--- config.mk ---
export PLATFORM = sky130hd
export DESIGN_NAME = eeg_decim_avg
export DESIGN_NICKNAME = d
export VERILOG_FILES = /design/src/rtl/eeg_decim_avg.sv
export SDC_FILE = /design/constraint.sdc
export NUM_CORES = 1
export LEC_CHECK = 0
export ABC_AREA = 1
export CAP_MARGIN = 25
export CORE_UTILIZATION = 40
export CTS_CLUSTER_DIAMETER = 30
export DETAILED_ROUTE_END_ITERATION = 12
export MAX_ROUTING_LAYER = met4
export PLACE_DENSITY_LB_ADDON = 0.08
export SLEW_MARGIN = 10
export SYNTH_ARGS = -nofsm -noshare
export SYNTH_HDL_FRONTEND = slang
export SYNTH_SLANG_ARGS = --single-unit
--- constraint.sdc ---
create_clock -name clk -period 6.45 [get_ports clk]
set_input_delay 1.6125 -clock clk [delete_from_list [all_inputs] [get_ports clk]]
set_output_delay 1.6125 -clock clk [all_outputs]
set_load 0.01 [all_outputs]
--- src/rtl/eeg_decim_avg.sv ---
// eeg_decim_avg: block-averaging decimator for signed EEG samples.
//
// Accumulates N = 2^LOG2N accepted samples. The edge that accepts the Nth
// sample writes the rounded and saturated mean to out_data. On that same edge
// the accumulator and counter restart, so consecutive blocks run back to back.
//
// Ports
//   clk       : rising-edge clock
//   reset     : synchronous, active-high; clears all state regardless of en
//   en        : clock enable; low holds every register
//   in_valid  : accept in_data on this edge
//   in_data   : W-bit signed sample (most-negative code is clamped)
//   flush     : drop the partial block; a concurrent sample starts the new one
//   out_valid : one-cycle strobe for a new average
//   out_data  : W-bit signed block average, held between strobes
//   fill_cnt  : samples accumulated in the current block (0..N-1)
module eeg_decim_avg #(
  parameter int W     = 24,
  parameter int LOG2N = 3
) (
  input  logic             clk,
  input  logic             reset,
  input  logic             en,
  input  logic             in_valid,
  input  logic [W-1:0]     in_data,
  input  logic             flush,
  output logic             out_valid,
  output logic [W-1:0]     out_data,
  output logic [LOG2N-1:0] fill_cnt
);

  localparam int AW = W + LOG2N;

  localparam logic signed [W-1:0] S_MAX    = {1'b0, {(W-1){1'b1}}};
  localparam logic signed [W-1:0] S_MIN    = {1'b1, {(W-2){1'b0}}, 1'b1};
  localparam logic [W-1:0]        MOST_NEG = {1'b1, {(W-1){1'b0}}};

  // Saturation bounds and rounding offset, sign-extended to the AW+1 rounding width
  localparam logic signed [AW:0] X_MAX = {{(LOG2N+1){1'b0}}, S_MAX};
  localparam logic signed [AW:0] X_MIN = {{(LOG2N+1){1'b1}}, S_MIN};
  localparam logic signed [AW:0] HALF  = (AW+1)'(1) <<< (LOG2N - 1);

  // N-1 is all ones, so the DUMP accept is the one that finds fill_cnt saturated
  localparam logic [LOG2N-1:0] CNT_LAST = '1;

  typedef enum logic {ST_ACC, ST_DUMP} phase_t;

  // Clamping the most-negative code keeps the range symmetric, so the
  // average of N clamped samples can never fall outside [S_MIN, S_MAX]
  function automatic logic signed [W-1:0] clamp_in(input logic [W-1:0] x);
    if (x == MOST_NEG) return S_MIN;
    else               return $signed(x);
  endfunction

  // Round half toward +inf: add N/2, then arithmetic shift right by LOG2N
  function automatic logic signed [W-1:0] round_sat(input logic signed [AW-1:0] sum);
    logic signed [AW:0] ext;
    logic signed [AW:0] sh;
    ext = $signed({sum[AW-1], sum}) + HALF;
    sh  = ext >>> LOG2N;
    if (sh > X_MAX)      return S_MAX;
    else if (sh < X_MIN) return S_MIN;
    else                 return sh[W-1:0];
  endfunction

  logic signed [W-1:0]  samp_p0;
  logic signed [AW-1:0] samp_ext_p0;
  logic signed [AW-1:0] sum_p0;
  logic signed [AW-1:0] acc_p0;
  phase_t               phase_p0;

  // Stage p0: clamp, sign-extend and add the incoming sample to the running sum
  assign samp_p0     = clamp_in(in_data);
  assign samp_ext_p0 = {{LOG2N{samp_p0[W-1]}}, samp_p0};
  assign sum_p0      = acc_p0 + samp_ext_p0;
  assign phase_p0    = (fill_cnt == CNT_LAST) ? ST_DUMP : ST_ACC;

  // Stage p1: accumulator, counter and registered average
  always_ff @(posedge clk) begin
    if (reset) begin
      acc_p0    <= '0;
      fill_cnt  <= '0;
      out_valid <= 1'b0;
      out_data  <= '0;
    end else if (en) begin
      out_valid <= 1'b0;
      if (flush) begin
        // A sample arriving with flush opens the new block
        acc_p0   <= in_valid ? samp_ext_p0 : '0;
        fill_cnt <= in_valid ? LOG2N'(1) : '0;
      end else if (in_valid) begin
        if (phase_p0 == ST_DUMP) begin
          out_data  <= round_sat(sum_p0);
          out_valid <= 1'b1;
          acc_p0    <= '0;
          fill_cnt  <= '0;
        end else begin
          acc_p0   <= sum_p0;
          fill_cnt <= fill_cnt + LOG2N'(1);
        end
      end
    end
  end

endmodule

==> impl_metrics.yaml <==
sta:
  period_share_pct: 93.20
  max_clock_freq_mhz: 166.4
  finalHoldViolCount: 0
  worst_slew_margin_rel_pct: 42.58
  skew_ns: 0.02073
  slew_at_the_pin_with_the_worst_max_slew_slack_ns: 0.8587
  setup-tns-final_ns: 0
  timing_max_transition_violations_final: 0
  shortest_period_the_worst_path_allows_ns: 6.011
  finalSetupViolations: 0
critical_path:
  crit_path_end_kind: "flop"
  critical_path_required_ns: 6.69
  critPathMaxFanout: 11
  arrival_time_of_data_at_the_critical_path_endpoint_ns: 6.25
  worst-setup-path-type: "primary input to flop"
  worst_setup_sp_type: "primary input"
route:
  detail_route.vias_per_cell: 5.276
  avgRoutedWirePerCell_um: 15.39
  wl_um: 16870
  drt_iter0_drc: 278
  drt_first_pass_iters: 5
  num_vias: 5782
  drt_drc_violations_left: 0
  detail-route-antenna-nets: 0
synth:
  netlist_instances: 879
  ys_ff_latch: 55
  synth_seq_area_share_pct: 20.62
  ys_async_sr_fraction_pct: 0
  syn-cell-area_um2: 5339
  synth.yosys.warnings: 0
  post-synth-top-area-fraction_pct: 20.62
  postSynthNetCount: 929
  synth_largest_area_cell: "sky130_fd_sc_hd__dfxtp_1"
  yosysUniqueCellTypes: 43
  post_synth_main_area_contributors: "sky130_fd_sc_hd__dfxtp_1 (21%), sky130_fd_sc_hd__nand2_1 (17%), sky130_fd_sc_hd__a21oi_1 (6.7%)"
  synth_top_flop_cell: "sky130_fd_sc_hd__dfxtp_1"
  synthesis.area_per_instance_um2: 6.074
  number_of_synthesized_flops_with_an_enable_pin: 0
clocking:
  root_buffer: "sky130_fd_sc_hd__clkbuf_16"
  clockBufferDepth: 2
  insertion_delay_ns: 0.33
  cts.sink_count: 55
  tritoncts: "done"
  post-cts-setup-buffer-count: 0
  tritoncts.num_buffers: 5
  clk_transition_reported_paths_ns: 0.08
  cts.htree.levels: 2
layout:
  layoutNonFillerInstCount: 1096
  num-nets-final: 973
  drive_gt1_share_pct: 15.48
  layout_common_cells: "sky130_fd_sc_hd__nand2_1 (238), sky130_fd_sc_hd__inv_1 (94), sky130_fd_sc_hd__a21oi_1 (72)"
  most_common_cell_after_layout_fill_and_taps_aside: "sky130_fd_sc_hd__nand2_1"
  diodes_inserted: 0
  register_area_um2: 1101
  syn_to_final_growth_pct: 17.60
  filler_cell_count: 1363
  multi_input_area_um2: 3691
place:
  placed_cells_incl_taps: 1088
  gp_routability_congestion: 0.9604
  buffer_ports.inserted: 56
  place_hpwl_um: 13640
floorplanning:
  floorplan.rows: 41
  die_h_um: 117.5
  dieWidth_um: 117.5
  top_level_ports: 57
  core_area_um2: 12820
  start_util_pct: 41.63
  fp.dieArea_um2: 13810
min_path:
  type_of_the_tightest_min_delay_check: "flop to flop"
global_routing:
  number_of_global_route_vias_before_repair: 5656
  track_usage_pct: 26.03
  grt_overflow: 0
  grt_max_degree: 34
  grt_pass1_wl_um: 28140
  antenna_found_initial: 0
pwr:
  static-leakage-power_uw: 0.003089
  p_per_cell_area_nw_per_um2: 187.6
  ir_drop_mv: 0.09696
outcome:
  run_status: "completed"
job:
  max_cap_violations: 0
[path summary, 6_finish.rpt]
| path | end | cells past startpoint | slack, ns | start |
|---|---|---|---|---|
| hold / removal | out_valid | 2 | 0.48 | out_valid |
| setup / recovery | out_data[4] | 23 | 0.44 | in_data[14] |
| setup reg to reg | out_data[4] | 17 | 2.82 | acc_p0[0] |
| hold reg to reg | out_valid | 2 | 0.48 | out_valid |
[cell type report]
cell class / count / area share [%]
flip-flops and latches: 55 / 17.54
well taps: 172 / 3.428
clock buffers: 5 / 1.993
inverters: 113 / 6.776
multi-input cells: 677 / 58.79
repair buffers: 71 / 11.04
clock inverters: 3 / 0.4384
[cell families (layout without fill, tap and decap cells)]
group           count (synthesis)  count (layout)  share of synthesized area [%]
buf+inv                       147             192                          10.64
flops                          55              55                          20.62
compound gates                170             170                          18.63
xor+xnor                        9               9                          1.477
fa+ha+maj                      21              21                          5.062
simple gates                  477             477                          43.57
[through the flow]
stage	power (µW)	util [%]	setup WS (ns)	cell area, µm²	hold WS, ns
2_1_floorplan	729.3	-	1.501	5339	0.4664
3_3_place_gp	872.9	47.39	0.09208	6077	0.4531
3_5_place_dp	880.6	47.60	0.1116	6105	0.4662
4_1_cts	1188	48.79	0.4332	6257	0.4777
5_1_grt	1266	48.96	-0.001170	6279	0.5076
6_report	1178	48.96	0.4389	6279	0.4786
[layer usage]
layer / up-vias / GRT usage, % / part of all wire, %
met4: 0 / 7.292 / 1.9
li1: 2943 / - / -
met1: 2726 / 30.56 / 46
met2: 93 / 46.19 / 50
met3: 20 / 3.585 / 2.6
met5: - / - / 0
[power by group]
group	internal, µW	leakage, µW	switching [µW]
logic	164	0.00257	348
clock network	149	0.0000723	153
registers	354	0.000449	9.39
[state kept, by name, summed over array words and instances (netlist names)]
register	count
out_valid	1
out_data	24
fill_cnt	3
acc_p0	27
[Yosys cell counts, types with 10 or more instances]
cell and count:
sky130_fd_sc_hd__nand4_1 11, sky130_fd_sc_hd__ha_1 20, sky130_fd_sc_hd__a21oi_2 13, sky130_fd_sc_hd__o21ai_0 55, sky130_fd_sc_hd__nand2_2 40, sky130_fd_sc_hd__a21oi_1 72
sky130_fd_sc_hd__nand3_1 64, sky130_fd_sc_hd__dfxtp_1 55, sky130_fd_sc_hd__inv_2 16, sky130_fd_sc_hd__clkbuf_1 32, sky130_fd_sc_hd__inv_1 94, sky130_fd_sc_hd__nor2_2 10
sky130_fd_sc_hd__nor2_1 66, sky130_fd_sc_hd__nand2_1 238
[what timing repair did]
item	CTS	global route
gates resized for setup	0	3
setup endpoints to repair	0	11
hold buffers	0	0
[critical path, cell delays in order]
cell                              delay, ns
sky130_fd_sc_hd__clkdlybuf4s50_1       0.46
sky130_fd_sc_hd__nor2_1                0.15
sky130_fd_sc_hd__nand3_1               0.11
sky130_fd_sc_hd__nor4_1                0.27
sky130_fd_sc_hd__and3_1                0.26
sky130_fd_sc_hd__a41o_1                0.20
sky130_fd_sc_hd__ha_1                  0.19
sky130_fd_sc_hd__inv_1                 0.06
sky130_fd_sc_hd__fa_1                  0.39
sky130_fd_sc_hd__xnor2_1               0.29
sky130_fd_sc_hd__ha_1                  0.23
sky130_fd_sc_hd__inv_1                 0.06
sky130_fd_sc_hd__nor2_1                0.10
sky130_fd_sc_hd__nand3_1               0.14
sky130_fd_sc_hd__nor2_4                0.16
sky130_fd_sc_hd__nand3_4               0.11
sky130_fd_sc_hd__nor2_4                0.14
sky130_fd_sc_hd__nand3_1               0.14
sky130_fd_sc_hd__nor4_2                0.31
sky130_fd_sc_hd__nand3_1               0.18
sky130_fd_sc_hd__o211ai_4              0.30
sky130_fd_sc_hd__inv_2                 0.20
sky130_fd_sc_hd__a21oi_2               0.18
No activity file was read; power rests on OpenSTA's default activity.
